### src/rtl/lcd_spi_frame_receiver.sv
// LCD 4-wire SPI receiver: oversampled deserialiser with
// CASET/RASET/RAMWR decode and per-pixel (x,y) strobes.
module lcd_spi_frame_receiver #(
  parameter int H_RES       = 240,
  parameter int V_RES       = 160,
  parameter int SYNC_STAGES = 2
) (
  input  logic        clk,
  input  logic        rst_n,
  input  logic        lcd_rst,
  input  logic        lcd_cs,
  input  logic        lcd_sclk,
  input  logic        lcd_mosi,
  input  logic        lcd_dc,
  output logic        cmd_valid,
  output logic [7:0]  cmd_byte,
  output logic        pix_valid,
  output logic [15:0] pix_data,
  output logic [7:0]  pix_x,
  output logic [7:0]  pix_y,
  output logic        pix_in_range,
  output logic        frame_done
);

  localparam logic [15:0] H_LIM = 16'(H_RES);
  localparam logic [15:0] V_LIM = 16'(V_RES);
  localparam logic [15:0] XE_RST = H_LIM - 16'd1;
  localparam logic [15:0] YE_RST = V_LIM - 16'd1;
  localparam int SN = SYNC_STAGES;

  typedef enum logic [2:0] {
    S_IDLE,
    S_CASET,
    S_RASET,
    S_RAMWR,
    S_IGNORE
  } state_e;

  logic [SN-1:0] rst_sq, cs_sq, sclk_sq;
  logic [SN-1:0] mosi_sq, dc_sq;
  logic          sclk_prev_q;

  logic rst_s, cs_s, sclk_s, mosi_s, dc_s;
  logic rise, byte_done;
  logic [7:0] rx_byte;

  state_e      state_q, state_d;
  logic [6:0]  shift_q, shift_d;
  logic [2:0]  bcnt_q, bcnt_d;
  logic [2:0]  pcnt_q, pcnt_d;
  logic [15:0] tmp_s_q, tmp_s_d;
  logic [7:0]  tmp_e_q, tmp_e_d;
  logic [15:0] xs_q, xs_d, xe_q, xe_d;
  logic [15:0] ys_q, ys_d, ye_q, ye_d;
  logic [15:0] cx_q, cx_d, cy_q, cy_d;
  logic        phase_q, phase_d;
  logic [7:0]  hi_q, hi_d;

  logic        cmd_valid_q, cmd_valid_d;
  logic [7:0]  cmd_byte_q, cmd_byte_d;
  logic        pix_valid_q, pix_valid_d;
  logic [15:0] pix_data_q, pix_data_d;
  logic [7:0]  pix_x_q, pix_x_d;
  logic [7:0]  pix_y_q, pix_y_d;
  logic        pix_rng_q, pix_rng_d;
  logic        fdone_q, fdone_d;

  // Synchronisers stay out of the soft reset so lcd_rst can release.
  always_ff @(posedge clk or negedge rst_n) begin
    if (!rst_n) begin
      rst_sq      <= '1;
      cs_sq       <= '1;
      sclk_sq     <= '0;
      mosi_sq     <= '0;
      dc_sq       <= '0;
      sclk_prev_q <= 1'b0;
    end else begin
      rst_sq      <= {rst_sq[SN-2:0], lcd_rst};
      cs_sq       <= {cs_sq[SN-2:0], lcd_cs};
      sclk_sq     <= {sclk_sq[SN-2:0], lcd_sclk};
      mosi_sq     <= {mosi_sq[SN-2:0], lcd_mosi};
      dc_sq       <= {dc_sq[SN-2:0], lcd_dc};
      sclk_prev_q <= sclk_s;
    end
  end

  assign rst_s  = rst_sq[SN-1];
  assign cs_s   = cs_sq[SN-1];
  assign sclk_s = sclk_sq[SN-1];
  assign mosi_s = mosi_sq[SN-1];
  assign dc_s   = dc_sq[SN-1];

  assign rise      = sclk_s & ~sclk_prev_q & ~cs_s;
  assign byte_done = rise & (bcnt_q == 3'd7);
  assign rx_byte   = {shift_q, mosi_s};

  always_comb begin
    state_d     = state_q;
    shift_d     = shift_q;
    bcnt_d      = bcnt_q;
    pcnt_d      = pcnt_q;
    tmp_s_d     = tmp_s_q;
    tmp_e_d     = tmp_e_q;
    xs_d        = xs_q;
    xe_d        = xe_q;
    ys_d        = ys_q;
    ye_d        = ye_q;
    cx_d        = cx_q;
    cy_d        = cy_q;
    phase_d     = phase_q;
    hi_d        = hi_q;
    cmd_valid_d = 1'b0;
    cmd_byte_d  = cmd_byte_q;
    pix_valid_d = 1'b0;
    pix_data_d  = pix_data_q;
    pix_x_d     = pix_x_q;
    pix_y_d     = pix_y_q;
    pix_rng_d   = pix_rng_q;
    fdone_d     = 1'b0;

    if (cs_s) begin
      bcnt_d  = 3'd0;
      phase_d = 1'b0;
    end else if (rise) begin
      shift_d = rx_byte[6:0];
      bcnt_d  = bcnt_q + 3'd1;
    end

    if (byte_done && !dc_s) begin
      cmd_valid_d = 1'b1;
      cmd_byte_d  = rx_byte;
      pcnt_d      = 3'd0;
      unique case (1'b1)
        rx_byte == 8'h2A: state_d = S_CASET;
        rx_byte == 8'h2B: state_d = S_RASET;
        rx_byte == 8'h2C: begin
          state_d = S_RAMWR;
          cx_d    = xs_q;
          cy_d    = ys_q;
          phase_d = 1'b0;
        end
        default: state_d = S_IGNORE;
      endcase
    end else if (byte_done) begin
      unique case (state_q)
        S_CASET, S_RASET: begin
          if (pcnt_q != 3'd4) pcnt_d = pcnt_q + 3'd1;
          case (pcnt_q)
            3'd0: tmp_s_d[15:8] = rx_byte;
            3'd1: tmp_s_d[7:0]  = rx_byte;
            3'd2: tmp_e_d       = rx_byte;
            3'd3: begin
              if (state_q == S_CASET) begin
                xs_d = tmp_s_q;
                xe_d = {tmp_e_q, rx_byte};
              end else begin
                ys_d = tmp_s_q;
                ye_d = {tmp_e_q, rx_byte};
              end
            end
            default: ;
          endcase
        end
        S_RAMWR: begin
          if (!phase_q) begin
            hi_d    = rx_byte;
            phase_d = 1'b1;
          end else begin
            phase_d     = 1'b0;
            pix_valid_d = 1'b1;
            pix_data_d  = {hi_q, rx_byte};
            pix_x_d     = cx_q[7:0];
            pix_y_d     = cy_q[7:0];
            pix_rng_d   = (cx_q < H_LIM) &&
                          (cy_q < V_LIM);
            if (cx_q != xe_q) begin
              cx_d = cx_q + 16'd1;
            end else if (cy_q != ye_q) begin
              cx_d = xs_q;
              cy_d = cy_q + 16'd1;
            end else begin
              cx_d    = xs_q;
              cy_d    = ys_q;
              fdone_d = 1'b1;
            end
          end
        end
        default: ;
      endcase
    end

    if (!rst_s) begin
      state_d     = S_IDLE;
      shift_d     = '0;
      bcnt_d      = '0;
      pcnt_d      = '0;
      tmp_s_d     = '0;
      tmp_e_d     = '0;
      xs_d        = '0;
      xe_d        = XE_RST;
      ys_d        = '0;
      ye_d        = YE_RST;
      cx_d        = '0;
      cy_d        = '0;
      phase_d     = 1'b0;
      hi_d        = '0;
      cmd_valid_d = 1'b0;
      cmd_byte_d  = '0;
      pix_valid_d = 1'b0;
      pix_data_d  = '0;
      pix_x_d     = '0;
      pix_y_d     = '0;
      pix_rng_d   = 1'b0;
      fdone_d     = 1'b0;
    end
  end

  always_ff @(posedge clk or negedge rst_n) begin
    if (!rst_n) begin
      state_q     <= S_IDLE;
      shift_q     <= '0;
      bcnt_q      <= '0;
      pcnt_q      <= '0;
      tmp_s_q     <= '0;
      tmp_e_q     <= '0;
      xs_q        <= '0;
      xe_q        <= XE_RST;
      ys_q        <= '0;
      ye_q        <= YE_RST;
      cx_q        <= '0;
      cy_q        <= '0;
      phase_q     <= 1'b0;
      hi_q        <= '0;
      cmd_valid_q <= 1'b0;
      cmd_byte_q  <= '0;
      pix_valid_q <= 1'b0;
      pix_data_q  <= '0;
      pix_x_q     <= '0;
      pix_y_q     <= '0;
      pix_rng_q   <= 1'b0;
      fdone_q     <= 1'b0;
    end else begin
      state_q     <= state_d;
      shift_q     <= shift_d;
      bcnt_q      <= bcnt_d;
      pcnt_q      <= pcnt_d;
      tmp_s_q     <= tmp_s_d;
      tmp_e_q     <= tmp_e_d;
      xs_q        <= xs_d;
      xe_q        <= xe_d;
      ys_q        <= ys_d;
      ye_q        <= ye_d;
      cx_q        <= cx_d;
      cy_q        <= cy_d;
      phase_q     <= phase_d;
      hi_q        <= hi_d;
      cmd_valid_q <= cmd_valid_d;
      cmd_byte_q  <= cmd_byte_d;
      pix_valid_q <= pix_valid_d;
      pix_data_q  <= pix_data_d;
      pix_x_q     <= pix_x_d;
      pix_y_q     <= pix_y_d;
      pix_rng_q   <= pix_rng_d;
      fdone_q     <= fdone_d;
    end
  end

  assign cmd_valid    = cmd_valid_q;
  assign cmd_byte     = cmd_byte_q;
  assign pix_valid    = pix_valid_q;
  assign pix_data     = pix_data_q;
  assign pix_x        = pix_x_q;
  assign pix_y        = pix_y_q;
  assign pix_in_range = pix_rng_q;
  assign frame_done   = fdone_q;

endmodule

### config.mk
export PLATFORM = sky130hd
export DESIGN_NAME = lcd_spi_frame_receiver
export DESIGN_NICKNAME = d
export VERILOG_FILES = /design/src/rtl/lcd_spi_frame_receiver.sv
export SDC_FILE = /design/constraint.sdc
export NUM_CORES = 1
export LEC_CHECK = 0
export CORE_MARGIN = 1.5
export CORE_UTILIZATION = 40
export CTS_BUF_LIST = sky130_fd_sc_hd__clkbuf_2
export DETAILED_ROUTE_END_ITERATION = 12
export PLACE_DENSITY = 0.6
export SYNTH_ARGS = -nofsm -noshare
export SYNTH_HDL_FRONTEND = slang
export SYNTH_SLANG_ARGS = --single-unit
### constraint.sdc
create_clock -name clk -period 2.35 [get_ports clk]
set_input_delay 0.5875 -clock clk [delete_from_list [all_inputs] [get_ports clk]]
set_output_delay 0.5875 -clock clk [all_outputs]
set_load 0.02 [all_outputs]
==> results.toml <==
[power]
power.density_mw_per_mm2 = 492
peakVddDrop_v = 0.000323
leakage_uw = 0.00533

[global_route]
antenna_found_initial = 1
grt_usage_pct = 21.9
grt_max_degree = 57
grt_pass1_vias = 6954
grt_pass1_wl_um = 41000
overflow = 0

[floorplan]
core-area_mm2 = 0.0235
placementRows = 56
boundaryPins = 51
start_util_pct = 41.0
fp.dieW_um = 158
die_area_mm2 = 0.0251
dieHeight_um = 158

[synthesis]
synth-edff-count = 0
ys_seq_area_share_pct = 52.1
netlist_area_mm2 = 0.00964
syn_nets = 983
yosys-top-cells-count = "nand2_1, dfrtp_1, a21boi_0, clkbuf_1, nand3_1"
yosysMostFrequentCell = "nand2_1"
synth_top_cells_by_area = "dfrtp_1, nand2_1, dfstp_2"
synthCells = 967
synth-seq-cells = 200
async_reset_ff_share_pct = 100
yosys_warnings = 0
synth_top_area_share_pct = 47.5
synth_area_leader_cell = "dfrtp_1"
ys_types = 58
ys.flop_type = "dfrtp_1"
syn_avg_cell_area_um2 = 9.97

[timing]
setup_viol_count_final = 0
slew_headroom_pct = 67.3
min_period_ns = 2.21
max_clock_freq_mhz = 452
worst_pin_slew_ns = 0.486
slew_viol_final = 0
clock_skew_ns = 0.0631
finalHoldViolations = 0
hold_slack_ns = 0.164
period_share_pct = 94.2

[final_layout]
final_util_pct = 47.2
finish.instance_area_mm2 = 0.0111
nets = 1062
syn_to_final_growth_pct = 15.3
fillers = 2337
drive_gt1_share_pct = 17.4

[worst_setup_path]
startpoint_type = "register"
worstSetupEndpointType = "register"
critPathMaxFanout = 5
cp.required_ns = 3.04
crit_chain = "ha_1 -> ha_1 -> and4bb_2 -> nand2b_2 -> buf_4 -> nand2_1 -> nor2_4 -> and3_1 -> a221o_1"
critPathMaxStageDelay_ns = 0.42
cp.arrival_ns = 2.91
cp_slowest_cell = "dfrtp_1"
cp_num_buf_inv = 1
crit_type = "register to register"
crit_path_frequent_cell = "ha_1"
critical-path-top-delay-family = "simple AND/OR/NAND/NOR gates"

[detailed_routing]
vias_per_cell = 5.26
wl_per_cell_um = 18.8
drtPass1Iterations = 7
totalWireLength_um = 25900
drt_iter0_drc = 515
remaining_drc_errors = 0
ant_nets = 0
vias = 7251

[place]
place_area_mm2 = 0.0109
port_buffers = 50
dp.final_hpwl_um = 18500
gp_congestion = 0.927

[cts]
path_clk_slew_ns = 0.35
tritoncts = "yes"
root_buffer = "clkbuf_2"
numCtsBuffers = 17
clk_path_buf_depth = 2
cts_sinks = 200
htreeDepth = 4
clk-insertion-delay-late_ns = 0.79

[run_status]
status = "finished, final reports clean"

[worst_hold_path]
hold_class = "primary input to register"

[flow_run]
drv_cap = 0
## repair_timing
item / CTS / global route
endpoints found under the hold margin: 42 / 0
endpoints found under the setup margin: 44 / 26
hold buffers: 1 / 0
pin swaps: 0 / 2
gates resized for setup: 44 / 7
buffers inserted: 0 / 2
## final timing paths
path	startpoint	cells past startpoint	slack, ns	to
setup / recovery	bcnt_q[0]	9	0.14	cx_q[14]
hold / removal	lcd_mosi	1	0.16	mosi_sq[0]
setup reg to reg	bcnt_q[0]	9	0.14	cx_q[14]
hold reg to reg	rst_sq[0]	0	0.38	rst_sq[1]
max in group asynchronous	rst_n	3	1.32	rst_sq[0]
min in group asynchronous	rst_n	2	0.27	cy_q[9]
## layout by cell type, fill, tap and decap left out, types with 13 or more instances in the layout
cell type,count
mux2i_1,36
mux2_2,32
buf_4,64
o2bb2ai_1,14
clkbuf_2,17
nor3_1,20
a21boi_0,57
inv_1,28
xnor2_1,14
dlygate4sd2_1,44
nand3_1,42
nor2b_1,15
a21oi_1,14
o21ai_1,14
nand4_1,13
nand2_1,215
dfrtp_1,183
xor2_1,17
nor2_1,40
dfstp_2,16
## report_power, final
part           internal, µW  switching [µW]
Clock                   327            1310
Sequential             3500            35.2
Combinational           112             191
Total                  3940            1540
## cell type report
class                           count  area (µm²)  share of cell area, %
Tap cell                          319         399                   3.59
Antenna cell                        1        2.50                 0.0225
Multi-Input combinational cell    675        4250                   38.2
Inverter                           28         105                  0.945
Timing Repair Buffer              124        1120                   10.1
Clock inverter                     15         134                   1.20
Clock buffer                       17        85.1                  0.765
Sequential cell                   200        5030                   45.2
## sequential cells by signal (all words and copies together), names as in the netlist, 3 cells and up
register / count
bcnt_q: 3
cmd_byte: 8
cx_q: 16
cy_q: 16
hi_q: 8
pcnt_q: 3
pix_data: 16
pix_x: 8
pix_y: 8
shift_q: 7
state_q: 3
tmp_e_q: 8
tmp_s_q: 16
xe_q: 16
xs_q: 16
ye_q: 16
ys_q: 16
## cells by family after synthesis
family	Yosys count	synth area share, %
simple gates	399	19.3
flops	200	52.1
buf+inv	92	4.26
xor+xnor	36	3.58
mux	68	7.47
compound gates	163	12.1
fa+ha+maj	9	1.17
## routing by layer
layer	track usage (%)	vias up	wire, µm
met4	5.96	0	463
li1	-	3455	-
met1	32.2	3607	12600
met3	3.81	22	1100
met5	0	-	0
met2	33.1	167	11800
## stage by stage
| step | power [µW] | worst slack, ns | instances | TNS, ns |
|---|---|---|---|---|
| 2_1_floorplan | 3720 | 0.157 | 967 | 0 |
| 3_3_place_gp | 3890 | 0.120 | 1343 | 0 |
| 3_5_place_dp | 3890 | 0.0433 | 1343 | 0 |
| 4_1_cts | 5540 | 0.0387 | 1376 | 0 |
| 5_1_grt | 5720 | -0.0104 | 1379 | -0.0104 |
| 6_report | 5480 | 0.135 | 1379 | 0 |
No activity file was read; power rests on OpenSTA's default activity.
